## src/rtl/fpdiv_arbiter.sv

```systemverilog
// Round-robin arbiter and sequencer sharing one fpdiv divider between NREQ requesters.
// Each operation restarts the divider, waits for done under a timeout and returns a tagged result.
module fpdiv_arbiter #(
  parameter int unsigned NREQ    = 4,
  parameter int unsigned TIMEOUT = 64,
  parameter int unsigned TW      = $clog2(NREQ)
) (
  input  logic               CLOCK,
  input  logic               RESET,
  input  logic [NREQ-1:0]    REQ,
  input  logic [32*NREQ-1:0] REQ_A,
  input  logic [32*NREQ-1:0] REQ_B,
  output logic [NREQ-1:0]    GNT,
  output logic               BUSY,
  output logic               RES_VALID,
  input  logic               RES_READY,
  output logic [TW-1:0]      RES_TAG,
  output logic [31:0]        RES_DATA,
  output logic [1:0]         RES_EXC,
  output logic               RES_TIMEOUT,
  output logic [31:0]        DIV_A,
  output logic [31:0]        DIV_B,
  output logic               DIV_RSTN,
  input  logic               DIV_DONE,
  input  logic [31:0]        DIV_Q,
  input  logic [1:0]         DIV_EXC
);

  localparam int unsigned CW = $clog2(TIMEOUT);

  typedef enum logic [1:0] {StIdle, StLoad, StRun, StResp} state_e;

  state_e            state_q, state_d;
  logic [TW-1:0]     ptr_q, ptr_d;
  logic [CW-1:0]     cnt_q, cnt_d;
  logic [NREQ-1:0]   gnt_q, gnt_d;
  logic              busy_q, busy_d;
  logic              valid_q, valid_d;
  logic              rstn_q, rstn_d;
  logic [TW-1:0]     tag_q, tag_d;
  logic [31:0]       data_q, data_d;
  logic [1:0]        exc_q, exc_d;
  logic              tmo_q, tmo_d;
  logic [31:0]       a_q, a_d;
  logic [31:0]       b_q, b_d;

  logic              found;
  logic [TW-1:0]     pick;
  int unsigned       idx;

  // First requester at or above ptr, wrapping modulo NREQ.
  always_comb begin
    found = 1'b0;
    pick  = '0;
    idx   = 0;
    for (int unsigned i = 0; i < NREQ; i++) begin
      idx = 32'(ptr_q) + i;
      if (idx >= NREQ) idx = idx - NREQ;
      if (!found && REQ[idx]) begin
        found = 1'b1;
        pick  = TW'(idx);
      end
    end
  end

  always_comb begin
    state_d = state_q;
    ptr_d   = ptr_q;
    cnt_d   = cnt_q;
    gnt_d   = '0;
    tag_d   = tag_q;
    data_d  = data_q;
    exc_d   = exc_q;
    tmo_d   = tmo_q;
    a_d     = a_q;
    b_d     = b_q;
    unique case (state_q)
      StIdle: begin
        if (found) begin
          a_d         = REQ_A[32*pick +: 32];
          b_d         = REQ_B[32*pick +: 32];
          tag_d       = pick;
          ptr_d       = (pick == TW'(NREQ - 1)) ? '0 : pick + 1'b1;
          gnt_d[pick] = 1'b1;
          state_d     = StLoad;
        end
      end
      StLoad: begin
        cnt_d   = '0;
        state_d = StRun;
      end
      StRun: begin
        cnt_d = cnt_q + 1'b1;
        // A done seen at cnt 0 is left over from before the restart.
        if (DIV_DONE && (cnt_q != '0)) begin
          data_d  = DIV_Q;
          exc_d   = DIV_EXC;
          tmo_d   = 1'b0;
          state_d = StResp;
        end else if (cnt_q == CW'(TIMEOUT - 1)) begin
          data_d  = '0;
          exc_d   = 2'b11;
          tmo_d   = 1'b1;
          state_d = StResp;
        end
      end
      StResp: begin
        if (RES_READY) state_d = StIdle;
      end
      default: state_d = StIdle;
    endcase
    busy_d  = (state_d != StIdle);
    valid_d = (state_d == StResp);
    rstn_d  = (state_d == StRun);
  end

  always_ff @(posedge CLOCK or negedge RESET) begin
    if (!RESET) begin
      state_q <= StIdle;
      ptr_q   <= '0;
      cnt_q   <= '0;
      gnt_q   <= '0;
      busy_q  <= 1'b0;
      valid_q <= 1'b0;
      rstn_q  <= 1'b0;
      tag_q   <= '0;
      data_q  <= '0;
      exc_q   <= '0;
      tmo_q   <= 1'b0;
      a_q     <= '0;
      b_q     <= '0;
    end else begin
      state_q <= state_d;
      ptr_q   <= ptr_d;
      cnt_q   <= cnt_d;
      gnt_q   <= gnt_d;
      busy_q  <= busy_d;
      valid_q <= valid_d;
      rstn_q  <= rstn_d;
      tag_q   <= tag_d;
      data_q  <= data_d;
      exc_q   <= exc_d;
      tmo_q   <= tmo_d;
      a_q     <= a_d;
      b_q     <= b_d;
    end
  end

  assign GNT         = gnt_q;
  assign BUSY        = busy_q;
  assign RES_VALID   = valid_q;
  assign RES_TAG     = tag_q;
  assign RES_DATA    = data_q;
  assign RES_EXC     = exc_q;
  assign RES_TIMEOUT = tmo_q;
  assign DIV_A       = a_q;
  assign DIV_B       = b_q;
  assign DIV_RSTN    = rstn_q;

endmodule
```

## config.mk

```make
export PLATFORM = sky130hd
export DESIGN_NAME = fpdiv_arbiter
export DESIGN_NICKNAME = d
export VERILOG_FILES = /design/src/rtl/fpdiv_arbiter.sv
export SDC_FILE = /design/constraint.sdc
export NUM_CORES = 1
export LEC_CHECK = 0
export ABC_CLOCK_PERIOD_IN_PS = 5100
export BUFFER_PORTS_ARGS = -buffer_cell sky130_fd_sc_hd__buf_2
export CORE_AREA = 5 5 155 157
export CTS_CLUSTER_DIAMETER = 100
export CTS_CLUSTER_SIZE = 8
export DETAILED_ROUTE_END_ITERATION = 6
export DIE_AREA = 0 0 160 162
export GPL_ROUTABILITY_DRIVEN = 0
export PLACE_DENSITY_LB_ADDON = 0.15
export SLEW_MARGIN = 30
export SYNTH_ARGS = -nofsm -noshare
export SYNTH_HDL_FRONTEND = slang
export SYNTH_SLANG_ARGS = --single-unit
```

## constraint.sdc

```tcl
create_clock -name CLOCK -period 5.1 [get_ports CLOCK]
set_input_delay 0.765 -clock CLOCK [delete_from_list [all_inputs] [get_ports CLOCK]]
set_output_delay 0.765 -clock CLOCK [all_outputs]
set_load 0.1 [all_outputs]
```

; Yosys cells after proc, flatten, opt, wreduce, memory -nomap -nowiden
; Index checks and enable logic that the tools add are counted.
[classes]
addsub = 9
order_cmp = 10
n_eq_ne = 7
n_shift = 2
n_mux = 37
n_reduce_logical = 15
[ops]
columns = op, count
row1 = $shiftx A128 B8 Y32, 2
row2 = $mux W32, 6
row3 = $lt A32 B3 Y1 const B, 4
row4 = $mux W2, 11
row5 = $pmux W6 S2, 1
row6 = $sub A3 B3 Y4 const B, 3
row7 = $mux W1, 11
row8 = $eq A2 B2 Y1 const B, 5
row9 = $ge A3 B3 Y1 const B, 3
row10 = $bmux W1 S2, 4
row11 = $mux W4, 2
row12 = $pmux W2 S4, 1
row13 = $add A2 B2 Y3 const B, 2
row14 = $add A6 B1 Y6 const B, 1
row15 = $eq A6 B6 Y1 const B, 1
row16 = $reduce_bool A2 Y1, 3
row17 = $reduce_bool A6 Y1, 1
row18 = $logic_and A1 B1 Y1, 5
row19 = $reduce_and A2 Y1, 2
row20 = $sub A2 B3 Y4 const B, 1
row21 = $add A2 B1 Y3 const B, 1
row22 = $ge A2 B3 Y1 const B, 1
row23 = $logic_not A1 Y1, 3
row24 = $lt A2 B3 Y1 const B, 1
row25 = other kinds (5), 5
[totals]
regBits = 118
in_bits = 298
out_inout_bits = 108

; Logic depth before layout (Yosys ltp)
[logic_depth]
depth_word = 20
mapped_depth = 8

; Worst setup path before layout
; Ideal clock, no wire load.
[synth_path]
kind = input to register
startpoint = input port REQ[0]
endpoint = register a_q[18] (netlist: DIV_A[18])
arrival_ns = 2.017
slack_ns = 2.942
stages = 7
path_cell_list = nor3b_2 -> nor3_1 -> nand3_1 -> nor2_1 -> buf_4 -> clkbuf_1 -> a31oi_1
[synth_via]
elab_chain_len = 13
word_cells_on_any_way = 24
classes_between = shift (1) / mux (16) / reduce/logical (7)
[synth_rtl]
columns = item, line
row1 = "start, declared", 10  ; input logic [NREQ-1:0] REQ,
row2 = $bmux W1 S2, 59  ; if (!found && REQ[idx]) begin
row3 = $mux W1 (not written as such), 59
row4 = $mux W1, 59
row5 = $logic_not A1 Y1, 59
row6 = $logic_and A1 B1 Y1, 59
row7 = $mux W1, 59
row8 = $logic_not A1 Y1, 59
row9 = $logic_and A1 B1 Y1, 59
row10 = $mux W1, 59
row11 = $logic_not A1 Y1, 59
row12 = $logic_and A1 B1 Y1, 59
row13 = $mux W2 / $mux W1 (equally long branches), 59
row14 = $shiftx A128 B8 Y32 / $reduce_and A2 Y1 (equally long branches), -
row15 = "end signal, assigned", 130  ; a_q <= '0;
row16 = "end signal, assigned", 144  ; a_q <= a_d;
row17 = "end, declared", 44  ; logic [31:0] a_q, a_d;
; Parallel ways exist; a longest one is shown, timed or not. The select of a mux whose other input is x is not followed.
; A chain may end at the register's enable or synchronous reset.

; Final worst setup path
[layout_path]
startpoint = input port REQ[2]
endpoint = register a_q[27] (netlist: DIV_A[27])
; Same word-level chain as after synthesis.

==> flow_summary.yaml <==
route:
  drcViolationCount: 0
  drt-total-wl_mm: 24.3
  routedWlPerCell_um: 18.8
  dr.pass1.iters: 7
  dr_total_vias: 6273
  vias_per_cell: 4.85
  final_antenna_net_count: 0
  drt_iter0_markers: 321
cts:
  cts_setup_buffers: 0
  cts_resized: 0
  cts-root-buf: "clkbuf_16"
  cts_hold_buf: 0
  cts_made_buffers: 17
  clk_pin_slew_ps: 60
  cts.path.max_buffers: 2
  cts.sinks: 118
  cts_tree: "done"
  h-tree-depth: 4
  worstSkewPairLatency_ps: 410
critical_path:
  worst-r2r-setup-slack_ps: 2480
  crit_start: "REQ[2]"
  slowest_delay_ps: 720
  slowest_stage: "nor4_1"
  endpoint: "DIV_A[27]"
  rr_worst_depth: 6
  cpLargestDelayFamily: "simple AND/OR/NAND/NOR gates"
  r2r-end: "DIV_A[15]"
  crit_fanout: 35
  critPathBufInv: 2
  reg2reg_from: "ptr_q[1]"
  path_depth: 7
  cp.required_ps: 5420
  critical_path_class: "primary input to flip-flop"
  critPathCaptureType: "flip-flop"
  cp.arrival_ps: 3010
  worst_setup_path_start_kind: "primary input"
  path_cells: "buf_2 > nor4_1 > nand2b_1 > a31oi_4 > buf_4 > o2bb2ai_1 > a31oi_1"
grt:
  antenna_found_initial: 0
  grt.overflow.total: 0
  grt.total_usage_pct: 17.9
  grt_max_degree: 68
  grt_pass1_vias: 6491
  grt_first_pass_wirelength_mm: 36.7
sta:
  setup_violations: 0
  worst_pin_slew_ps: 940
  fmax_mhz: 372
  slew_violations: 0
  post-route-period-util_pct: 52.7
  fin_skew_ps: 9.96
  rsz0062_at_grt: "false"
  fin_tns_setup_ps: 0
  hold_violations: 0
  relSlewSlack_pct: 37.3
  period_minus_slack_ps: 2690
synth:
  ys_warn_count: 0
  syn_inst: 611
  ys_seq_area_share_pct: 47.6
  syn_area_um2: 6210
  syn_nets: 915
  synth_top_cell_by_area: "dfrtp_1"
  synthFlopType: "dfrtp_1"
  synth_top_area_share_pct: 47.6
  ys_seq_elements: 118
  synth_area_leaders: "dfrtp_1, mux2i_1, o2bb2ai_1"
  async_flop_share_pct: 100
  synth.avg_cell_area_um2: 10.2
  ys_types: 43
  synth-edff-count: 0
layout:
  layout.nets: 1299
  regArea_um2: 2950
  area_growth_pct: 45.4
  most-common-layout-cells: "buf_2, nand2_1, dfrtp_1, mux2i_1"
  multi_input_area_um2: 2930
  fillers: 2297
  drive_above_1_share_pct: 45.5
  final_common_cell: "buf_2"
min_path:
  min_path_type: "primary input to async pin"
floorplan:
  row_count: 55
  core_area_um2: 22400
  initial_core_util_pct: 27.8
  fp.dieW_um: 160
  die_h_um: 162
  ios: 406
  die_area_um2: 25900
run_status:
  outcome: "finished, final reports clean"
placement:
  portBuffers: 405
  hpwl_mm: 18.3
job:
  drv_cap: 0
==> metrics by stage <==
| step | hold slack (ps) | setup WS, ps | utilization, % | area [µm²] | std cells |
|---|---|---|---|---|---|
| floorplan | 469 | 2940 | - | 6210 | 611 |
| global placement | 470 | 1900 | 37.5 | 8390 | 1260 |
| detailed placement | 468 | 1990 | 37.6 | 8400 | 1261 |
| CTS | 481 | 2410 | 40.4 | 9020 | 1293 |
| global route | 507 | 2250 | 40.4 | 9030 | 1293 |
| finish | 446 | 2410 | 40.4 | 9030 | 1294 |
==> worst min path at each step <==
stage                from  cells past startpoint  slack, ps            to
2_1_floorplan       RESET                      0        470          BUSY
3_3_place_gp   RES_TAG[0]                      2        470    RES_TAG[0]
3_5_place_dp   RES_TAG[0]                      2        470    RES_TAG[0]
4_1_cts        RES_TAG[0]                      2        480    RES_TAG[0]
5_1_grt             RESET                      2        510  RES_DATA[28]
6_report            RESET                      2        450  RES_DATA[28]
==> worst reg2reg max path, delay by kind of cell (launching register included) <==
family / cells / cell delay (ps)
muxes: 1 / 400
and+or+nand+nor: 1 / 110
DFF: 1 / 500
AOI/OAI and AO/OA: 3 / 1060
buffers and inverters: 1 / 480
==> logic make-up after synthesis <==
group | count (synthesis) | share of synthesized area [%]
and+or+nand+nor | 174 | 11.5
AOI/OAI and AO/OA | 186 | 23.1
muxes | 65 | 10.5
xor gates and xnor gates | 2 | 0.282
adders and majority gates | 6 | 1.21
DFF | 118 | 47.6
buffers and inverters | 60 | 5.90
==> area by class of cell <==
class,count,share of cell area (%)
inverter,10,0.416
sequential,118,32.7
antenna,1,0.0277
clock inverter,13,1.87
tap,285,3.95
timing repair buffer,415,23.6
multi-input combinational,433,32.5
clock buffer,19,5.02
==> cells in the mapped netlist, types with 6 or more instances <==
master / count
o2bb2ai_1: 64
o21ai_0: 7
mux2i_1: 65
buf_12: 6
buf_2: 20
dfrtp_1: 118
inv_1: 9
nand2_1: 139
nand3_1: 7
ha_1: 6
nor2_1: 10
a22o_1: 32
clkbuf_1: 20
a31oi_1: 64
==> registers in the layout, indices dropped and copies added, names as in the netlist <==
name	count
RES_EXC	2
RES_TAG	2
RES_TIMEOUT	1
RES_DATA	32
DIV_B	32
cnt_q	6
state_q	2
ptr_q	2
DIV_RSTN	1
RES_VALID	1
GNT	4
DIV_A	32
BUSY	1
==> metal layers <==
metal  global-route usage [%]  part of all wire, %  up-vias
li1                         -                    -     3033
met1                     21.7                   41     2929
met2                     30.1                   48      288
met3                     6.67                  8.7       23
met4                     4.61                  1.6        0
met5                        0                    0        -
Power is not shown: default switching activity piles up to over one toggle a cycle in this logic, so the estimate is an artifact.
